[src/rtl/instruction_fetch_if.sv]
// Fetch-to-decode stream: one instruction and its byte PC per valid/ready handshake.
interface instruction_fetch_if;
    logic [31:0] instruction;
    logic        is_instruction_valid;
    logic [31:0] pc;
    logic        decode_ready;

    modport master (output instruction, is_instruction_valid, pc, input decode_ready);
    modport slave  (input instruction, is_instruction_valid, pc, output decode_ready);
endinterface

[src/rtl/instruction_fetch.sv]
// Fetch stage: word-addressed instruction memory, PC stepper and a 2-entry output buffer
// that hides the 1-cycle memory read latency from the downstream valid/ready stream.
//
// state | meaning
// IDLE  | after reset, memory preload allowed, waiting for start
// FETCH | issuing reads and pushing returned words into the buffer
// DRAIN | no more reads; emptying the buffer
// DONE  | program finished, preload allowed, start restarts from PC 0
module instruction_fetch #(
    parameter int MEM_DEPTH = 64,
    parameter int ADDR_W    = 6
) (
    input  logic                      clk,
    input  logic                      reset,
    input  logic                      start,
    input  logic                      imem_we,
    input  logic [ADDR_W-1:0]         imem_addr,
    input  logic [31:0]               imem_wdata,
    instruction_fetch_if.master       fetch,
    output logic                      busy,
    output logic                      done
);

    typedef enum logic [1:0] {IDLE, FETCH, DRAIN, DONE} state_t;

    state_t      state, state_nxt;
    logic [31:0] mem [MEM_DEPTH];
    logic [31:0] rdata;
    logic [31:0] rd_pc;
    logic [31:0] fetch_pc;
    logic        inflight;
    logic        end_reached;
    logic [31:0] buf_instr [2];
    logic [31:0] buf_pc [2];
    logic [1:0]  count;
    logic [2:0]  occ;
    logic        idle_like, pop, push, term, issue, wr_hi, restart;

    assign idle_like = (state == IDLE) || (state == DONE);
    assign restart   = idle_like && start;
    assign pop       = (count != 2'd0) && fetch.decode_ready;
    assign push      = inflight && (rdata != 32'h0);
    assign term      = inflight && (rdata == 32'h0);
    assign occ       = {1'b0, count} + {2'b0, inflight} - {2'b0, pop};
    // A terminator returning this cycle squashes the read that would otherwise issue.
    assign issue     = (state == FETCH) && !end_reached && !term && (occ < 3'd2);
    assign wr_hi     = (count - {1'b0, pop}) == 2'd1;

    always_comb begin
        state_nxt = state;
        case (state)
            IDLE, DONE: if (start) state_nxt = FETCH;
            FETCH: begin
                if (term)                         state_nxt = DRAIN;
                else if (end_reached && !inflight) state_nxt = DRAIN;
            end
            DRAIN: if ((count == 2'd0) && !inflight) state_nxt = DONE;
            default: state_nxt = IDLE;
        endcase
    end

    always_ff @(posedge clk) begin
        if (imem_we && idle_like) mem[imem_addr] <= imem_wdata;
        if (issue)                rdata <= mem[fetch_pc[ADDR_W+1:2]];
    end

    always_ff @(posedge clk) begin
        if (pop) begin
            buf_instr[0] <= buf_instr[1];
            buf_pc[0]    <= buf_pc[1];
        end
        // Later assignment wins when a pop and a push both land in slot 0.
        if (push) begin
            buf_instr[wr_hi] <= rdata;
            buf_pc[wr_hi]    <= rd_pc;
        end
    end

    always_ff @(posedge clk) begin
        if (reset) begin
            state       <= IDLE;
            count       <= 2'd0;
            inflight    <= 1'b0;
            end_reached <= 1'b0;
            fetch_pc    <= 32'h0;
            rd_pc       <= 32'h0;
        end else begin
            state <= state_nxt;
            if (restart) begin
                count       <= 2'd0;
                inflight    <= 1'b0;
                end_reached <= 1'b0;
                fetch_pc    <= 32'h0;
            end else begin
                inflight <= issue;
                count    <= count + {1'b0, push} - {1'b0, pop};
                if (issue) begin
                    fetch_pc <= fetch_pc + 32'd4;
                    rd_pc    <= fetch_pc;
                    if (fetch_pc[ADDR_W+1:2] == ADDR_W'(MEM_DEPTH - 1)) end_reached <= 1'b1;
                end
            end
        end
    end

    assign fetch.is_instruction_valid = (count != 2'd0);
    assign fetch.instruction          = (count != 2'd0) ? buf_instr[0] : 32'h0;
    assign fetch.pc                   = (count != 2'd0) ? buf_pc[0] : 32'h0;
    assign busy                       = (state == FETCH) || (state == DRAIN);
    assign done                       = (state == DONE);

endmodule
[src/flat_wrapper.sv]
// flat-port wrapper written by rule: the top's interface ports become plain ports
module instruction_fetch_flat 
#(
    parameter int MEM_DEPTH = 64,
    parameter int ADDR_W    = 6
)
  (clk, reset, start, imem_we, imem_addr, imem_wdata, busy, done, fetch_instruction, fetch_is_instruction_valid, fetch_pc, fetch_decode_ready);
  instruction_fetch_if fetch_i ();
  input  logic clk;
  input  logic reset;
  input  logic start;
  input  logic imem_we;
  input  logic [ADDR_W-1:0] imem_addr;
  input  logic [31:0] imem_wdata;
  output logic busy;
  output logic done;
  output wire logic [$bits(fetch_i.instruction)-1:0] fetch_instruction;
  output wire logic [$bits(fetch_i.is_instruction_valid)-1:0] fetch_is_instruction_valid;
  output wire logic [$bits(fetch_i.pc)-1:0] fetch_pc;
  input wire logic [$bits(fetch_i.decode_ready)-1:0] fetch_decode_ready;
  assign fetch_instruction = fetch_i.instruction;
  assign fetch_is_instruction_valid = fetch_i.is_instruction_valid;
  assign fetch_pc = fetch_i.pc;
  assign fetch_i.decode_ready = fetch_decode_ready;
  instruction_fetch #(.MEM_DEPTH(MEM_DEPTH), .ADDR_W(ADDR_W)) u_core (.clk(clk), .reset(reset), .start(start), .imem_we(imem_we), .imem_addr(imem_addr), .imem_wdata(imem_wdata), .fetch(fetch_i), .busy(busy), .done(done));
endmodule
[config.mk]
export PLATFORM = sky130hd
export DESIGN_NAME = instruction_fetch_flat
export DESIGN_NICKNAME = d
export VERILOG_FILES = /design/src/rtl/instruction_fetch_if.sv /design/src/rtl/instruction_fetch.sv /design/src/flat_wrapper.sv
export SDC_FILE = /design/constraint.sdc
export NUM_CORES = 2
export LEC_CHECK = 0
export ABC_AREA = 1
export CORE_ASPECT_RATIO = 0.9
export CORE_UTILIZATION = 60
export DETAILED_ROUTE_END_ITERATION = 6
export GPL_ROUTABILITY_DRIVEN = 0
export PLACE_DENSITY = 0.81
export SKIP_CTS_REPAIR_TIMING = 1
export SLEW_MARGIN = 0
export SYNTH_ARGS = -nofsm -noshare
export SYNTH_HDL_FRONTEND = slang
export SYNTH_SLANG_ARGS = --single-unit
[constraint.sdc]
create_clock -name clk -period 10.5 [get_ports clk]
set_input_delay 1.575 -clock clk [delete_from_list [all_inputs] [get_ports clk]]
set_output_delay 1.575 -clock clk [all_outputs]
set_load 0.01 [all_outputs]
== After elaboration in Yosys (flattened, before gate mapping) ==
Memories as Yosys holds them, arrays and structs flattened. A register that Yosys moved wholly into a read port is not among the register bits.
Index checks and enable logic that the tools add are counted.
Widths: inputs -> output; s select.

* Add/sub/neg operators: 6
* Order comparisons: 1
* Bitwise gates (word level): 1
* Eq/ne operators: 8
* Mux-type cells: 13
* Reductions and logical operators: 25

{| class="wikitable"
|+ Operators by type and width
! operator !! number
|-
| $mux 32 || 2
|-
| $add 32x3->32 const B || 1
|-
| $logic_not 32->1 || 1
|-
| $reduce_bool 32->1 || 1
|-
| $logic_and 1x1->1 || 10
|-
| $mux 2 || 4
|-
| $eq 6x6->1 const B || 1
|-
| $mux 1 || 6
|-
| $pmux 2 s3 || 1
|-
| $eq 2x1->1 const B || 2
|-
| $eq 2x2->1 const B || 2
|-
| $logic_not 2->1 || 2
|-
| $reduce_and 2->1 || 2
|-
| $reduce_or 2->1 || 2
|-
| $sub 2x1->2 || 2
|-
| $add 2x1->3 || 1
|-
| $logic_not 1->1 || 3
|-
| $lt 3x2->1 const B || 1
|-
| $ne 3x2->1 const B || 1
|-
| $reduce_and 3->1 || 1
|-
| $sub 3x1->3 || 1
|-
| $add 2x1->2 || 1
|-
| $logic_or 1x1->1 || 2
|-
| $ne 2x1->1 const B || 1
|-
| other kinds (3) || 3
|}

* Output and inout bits: 67
* Memory bits (writable): 2176
* Bits in registers: 70
* Memories kept: 3

{| class="wikitable"
|+ Memory list
! memory !! depth !! bits a word !! rd ports !! clocked after Yosys merged registers in !! wr ports !! RTL line !! text
|-
| u_core.mem || 64 || 32 || 1 || 1 || 1 || instruction_fetch.sv:27 || <nowiki>logic [31:0] mem [MEM_DEPTH];</nowiki>
|-
| u_core.buf_instr || 2 || 32 || 2 || 0 || 2 || instruction_fetch.sv:33 || <nowiki>logic [31:0] buf_instr [2];</nowiki>
|-
| u_core.buf_pc || 2 || 32 || 2 || 0 || 2 || instruction_fetch.sv:34 || <nowiki>logic [31:0] buf_pc [2];</nowiki>
|}

== Longest topological paths before layout ==
* Depth after elaboration: 6
* Depth in mapped cells: 17
* Depth with buffers taken out: 13

== Least setup slack after synthesis ==
Ideal clock, no wire load.

* Path kind: input to register
* Start: in fetch_decode_ready
* End: mem u_core.buf_instr[1][0], enable pin
* Data required time: 9.942 ns
* Slack: 3.355 ns
* Setup time: 0.558 ns
* Cell stages on the path: 7
* Arrival time: 6.587 ns
* Cell sequence: inv_1 nor2_1 nand2_1 o21ai_1 nand2_1 clkbuf_1 nor3_1

{| class="wikitable"
|+ RTL lines
! item !! RTL line !! text
|-
| from (decl) || flat_wrapper.sv:20 || <nowiki>input wire logic [$bits(fetch_i.decode_ready)-1:0] fetch_decode_ready;</nowiki>
|-
| to (decl) || instruction_fetch.sv:33 ||
|}

==> impl_metrics.tcl <==
set metrics [dict create \
    ys_seq_elements 2270 \
    rr_endpoint "u_core.rdata[19]$_DFFE_PP_" \
    syn_area_mm2 0.0935 \
    drv_cap 0 \
    syn-instance-count 8449 \
    io_pins 110 \
    hold_path_startpoint "u_core.rd_pc[30]$_SDFFE_PP0P_" \
    gr-usage-met1_pct 44.7 \
    worstPathArrival_ns 5.92 \
    worst_slew_pin_slew_ns 1.32 \
    fill_cells 10500 \
    ys_warn_count 0 \
    startpoint_type "flip-flop" \
    powerDensity_mw_per_mm2 207 \
    setup_viol 0 \
    cpPeakStageDelay_ns 1.01 \
    start_util_pct 60.4 \
    worst_setup_path_end_kind "flip-flop" \
    p_clk_share_pct 34.8 \
    fin_total_pwr_mw 21.2 \
    gr-usage-met2_pct 47.8 \
    gr-usage-met3_pct 9.52 \
    fin_nets 8421 \
    top_usage_layer "met2" \
    maxSlewViolCount 0 \
    p_switching_mw 6.14 \
    violations "DRC" \
    crit_buf_inv 4 \
    worst-setup-path-type "reg2reg" \
    crit_path_top_delay_cell "dfxtp_4" \
    ir_worst_vdd_uv 209 \
    cp_top_family "buffers and inverters" \
    grt_pass1_wl_um 381000 \
    holdCritPathClass "reg2reg" \
    hold_path_depth 0 \
    critPathMaxFanout 205 \
    wl_um 261000 \
    cts-root-buf "clkbuf_16" \
    yosys.cell_types.count 37 \
    worst-r2r-cell-count 13 \
    die_height_um 377 \
    final_hold_viol_count 0 \
    port_buffers 107 \
    vias 65500 \
    grt_setup_unrepaired "false" \
    first_pass_iters 7 \
    ys_seq_area_share_pct 72.2 \
    cts.sinks 2270 \
    rr_startpoint "u_core.fetch_pc[2]$_SDFFE_PP0P_" \
    drt_iter0_drc 12600 \
    grt_pass1_vias 61300 \
    p_leak_nw 37.4 \
    cts.clk_slew.worst_paths_ns 0.06 \
    avgSynthCellArea_um2 11.1 \
    cp.required_ns 11.17 \
    clk_path_buf_depth 3 \
    antenna_found_initial 15 \
    path_cells "buf_12 -> buf_4 -> buf_4 -> nor2_1 -> nor2_1 -> o21ai_0 -> nand3_1 -> nand3_1 -> nand2_1 -> nand2_1 -> nand2_1 -> inv_1 -> nand2_1" \
    post-place-cells 10200 \
    rows 137 \
    synthTopCellsByArea "edfxtp_1 71%, nand2_1 11%, nor2_1 5.3%" \
    track_usage_pct 32.8 \
    intPower_mw 15.1 \
    via_per_inst 6.16 \
    layout-drive-gt1-share_pct 5.63 \
    grt_max_degree 254 \
    r2r_slack_ns 5.25 \
    cts_htree_levels 4 \
    synth_common_cells "2,629 x nand2_1, 2,204 x edfxtp_1, 1,322 x nor2_1, 536 x nand3_1, 482 x o21ai_0" \
    final_cell_count_no_fill 10600 \
    slew-limit-headroom_pct 11.6 \
    period_share_pct 50.0 \
    layout_setup_ws_ns 5.25 \
    ant_nets 0 \
    coreArea_mm2 0.155 \
    seqPwrFrac_pct 48.8 \
    post-dp-hpwl_um 140000 \
    synth_flop_cell "edfxtp_1" \
    synth.most_common_cell "nand2_1" \
    cp_common_cell "nand2_1" \
    synth_top_cell_area_share_pct 70.8 \
    timing.fmax_mhz 190 \
    post_drt_wl_per_cell_um 24.6 \
    fin_worst_skew_ns 0.0473 \
    cts_tree "yes" \
    gr-total-overflow 0 \
    netlist.top_cell.by_area "edfxtp_1" \
    die_area_mm2 0.157 \
    status "complete, but fails checks" \
    drt_drc_violations_left 3 \
    final.setup.tns_ns 0 \
    fin_crit_ns 5.25 \
    comb_power_share_pct 16.5 \
    place_ws_ns 4.95 \
    worstHoldEndpoint "u_core.buf_pc[1][30]$_DFFE_PP_" \
    fp.dieW_um 418 \
    clock_latency_ns 0.86 \
    synthToLayoutAreaGrowth_pct 9.45 \
    swShare_pct 28.9 \
    synth_edf_count 2204 \
    numCtsBuffers 207 \
    synth-async-reset-ratio_pct 0 \
]
-- layout make-up --
type | instances | area, µm² | share of cell area, %
well taps | 2085 | 2610 | 2.55
clock inverters | 120 | 1050 | 1.03
multi-input cells | 5372 | 22800 | 22.3
flip-flops and latches | 2270 | 67500 | 66.0
repair buffers | 183 | 1580 | 1.55
diodes | 5 | 12.5 | 0.0122
inverters | 338 | 1300 | 1.27
clock buffers | 262 | 5490 | 5.36
-- worst reg2reg max path: stages, from the launching register on --
cell     delay, ns
dfxtp_4       1.01
buf_12        0.74
buf_4         1.03
buf_4         0.92
nor2_1        0.20
nor2_1        0.14
o21ai_0       0.13
nand3_1       0.15
nand3_1       0.11
nand2_1       0.27
nand2_1       0.10
nand2_1       0.07
inv_1         0.08
nand2_1       0.15
-- per-layer routing --
layer / vias to the layer above / wire length, µm
met5: - / 37
met4: 4 / 14800
met3: 787 / 40400
met2: 5388 / 114000
met1: 31000 / 91900
li1: 28300 / -
-- registers in the layout, indices dropped and copies added (netlist names) --
| name | cells |
|---|---|
| u_core.count | 2 |
| u_core.fetch_pc | 30 |
| u_core.buf_instr | 64 |
| u_core.buf_pc | 60 |
| u_core.state | 2 |
| u_core.end_reached | 1 |
| u_core.inflight | 1 |
| u_core.rd_pc | 30 |
| u_core.mem | 2048 |
| u_core.rdata | 32 |
-- metrics by stage --
| step | hold slack [ns] | cell area, µm² | utilization, % |
|---|---|---|---|
| 2_1_floorplan | 0.408 | 93500 | - |
| 3_3_place_gp | 0.409 | 95800 | 61.9 |
| 3_5_place_dp | 0.413 | 95800 | 61.9 |
| 4_1_cts | 0.427 | 102000 | 66.1 |
| 5_1_grt | 0.430 | 102000 | 66.1 |
| 6_report | 0.423 | 102000 | 66.1 |
-- power groups by stage --
stage / clock, mW / sequential [mW] / combinational [mW]
final: 7.38 / 10.4 / 3.49
after floorplan: 0 / 10.5 / 2.35
after CTS: 7.35 / 10.4 / 3.37
after global placement: 0 / 10.5 / 3.23
after global routing: 7.68 / 10.4 / 3.76
after detailed placement: 0 / 10.5 / 3.32
-- how the worst max path moves through the flow --
stage | slack (ns) | cells after the start | end | start
after global routing | 5.02 | 15 | u_core.rdata[18]$_DFFE_PP_ | u_core.fetch_pc[2]$_SDFFE_PP0P_
after CTS | 5.45 | 15 | u_core.rdata[6]$_DFFE_PP_ | u_core.fetch_pc[2]$_SDFFE_PP0P_
after floorplan | 3.35 | 7 | u_core.buf_instr[1][0]$_DFFE_PP_ | fetch_decode_ready
final | 5.25 | 13 | u_core.rdata[19]$_DFFE_PP_ | u_core.fetch_pc[2]$_SDFFE_PP0P_
after global placement | 5.08 | 12 | u_core.rd_pc[24]$_SDFFE_PP0P_ | fetch_decode_ready
after detailed placement | 4.95 | 13 | u_core.rd_pc[22]$_SDFFE_PP0P_ | fetch_decode_ready
-- kinds of logic after synthesis --
kind of cell    Yosys count  synth area share, %
simple gates           4537                 19.1
xor+xnor                 14                0.131
flops                  2270                 72.2
compound gates          813                 4.53
fa+ha+maj                 6               0.0883
buf+inv                 808                 4.00
other cells               1              0.00401
-- placed cells by master, fill, tap and decap left out, types with 5 or more instances in the layout --
cell type and n:
a21oi_1 105, buf_12 5, buf_2 16, buf_4 87, bufinv_16 13, clkbuf_1 49, clkbuf_16 211, clkdlybuf4s50_1 75
clkinv_1 65, clkinv_2 36, dfxtp_1 62, diode_2 5, edfxtp_1 2204, ha_1 5, inv_1 324, inv_16 6
nand2_1 2627, nand2_2 5, nand3_1 535, nand3b_1 13, nand4_1 8, nor2_1 1257, nor2_2 5, nor2_4 65
o211ai_1 63, o21ai_0 482, o21ai_1 161, or2_0 5, or2_2 7, xnor2_1 7, xor2_1 7
(Power assumes the default switching activity.)
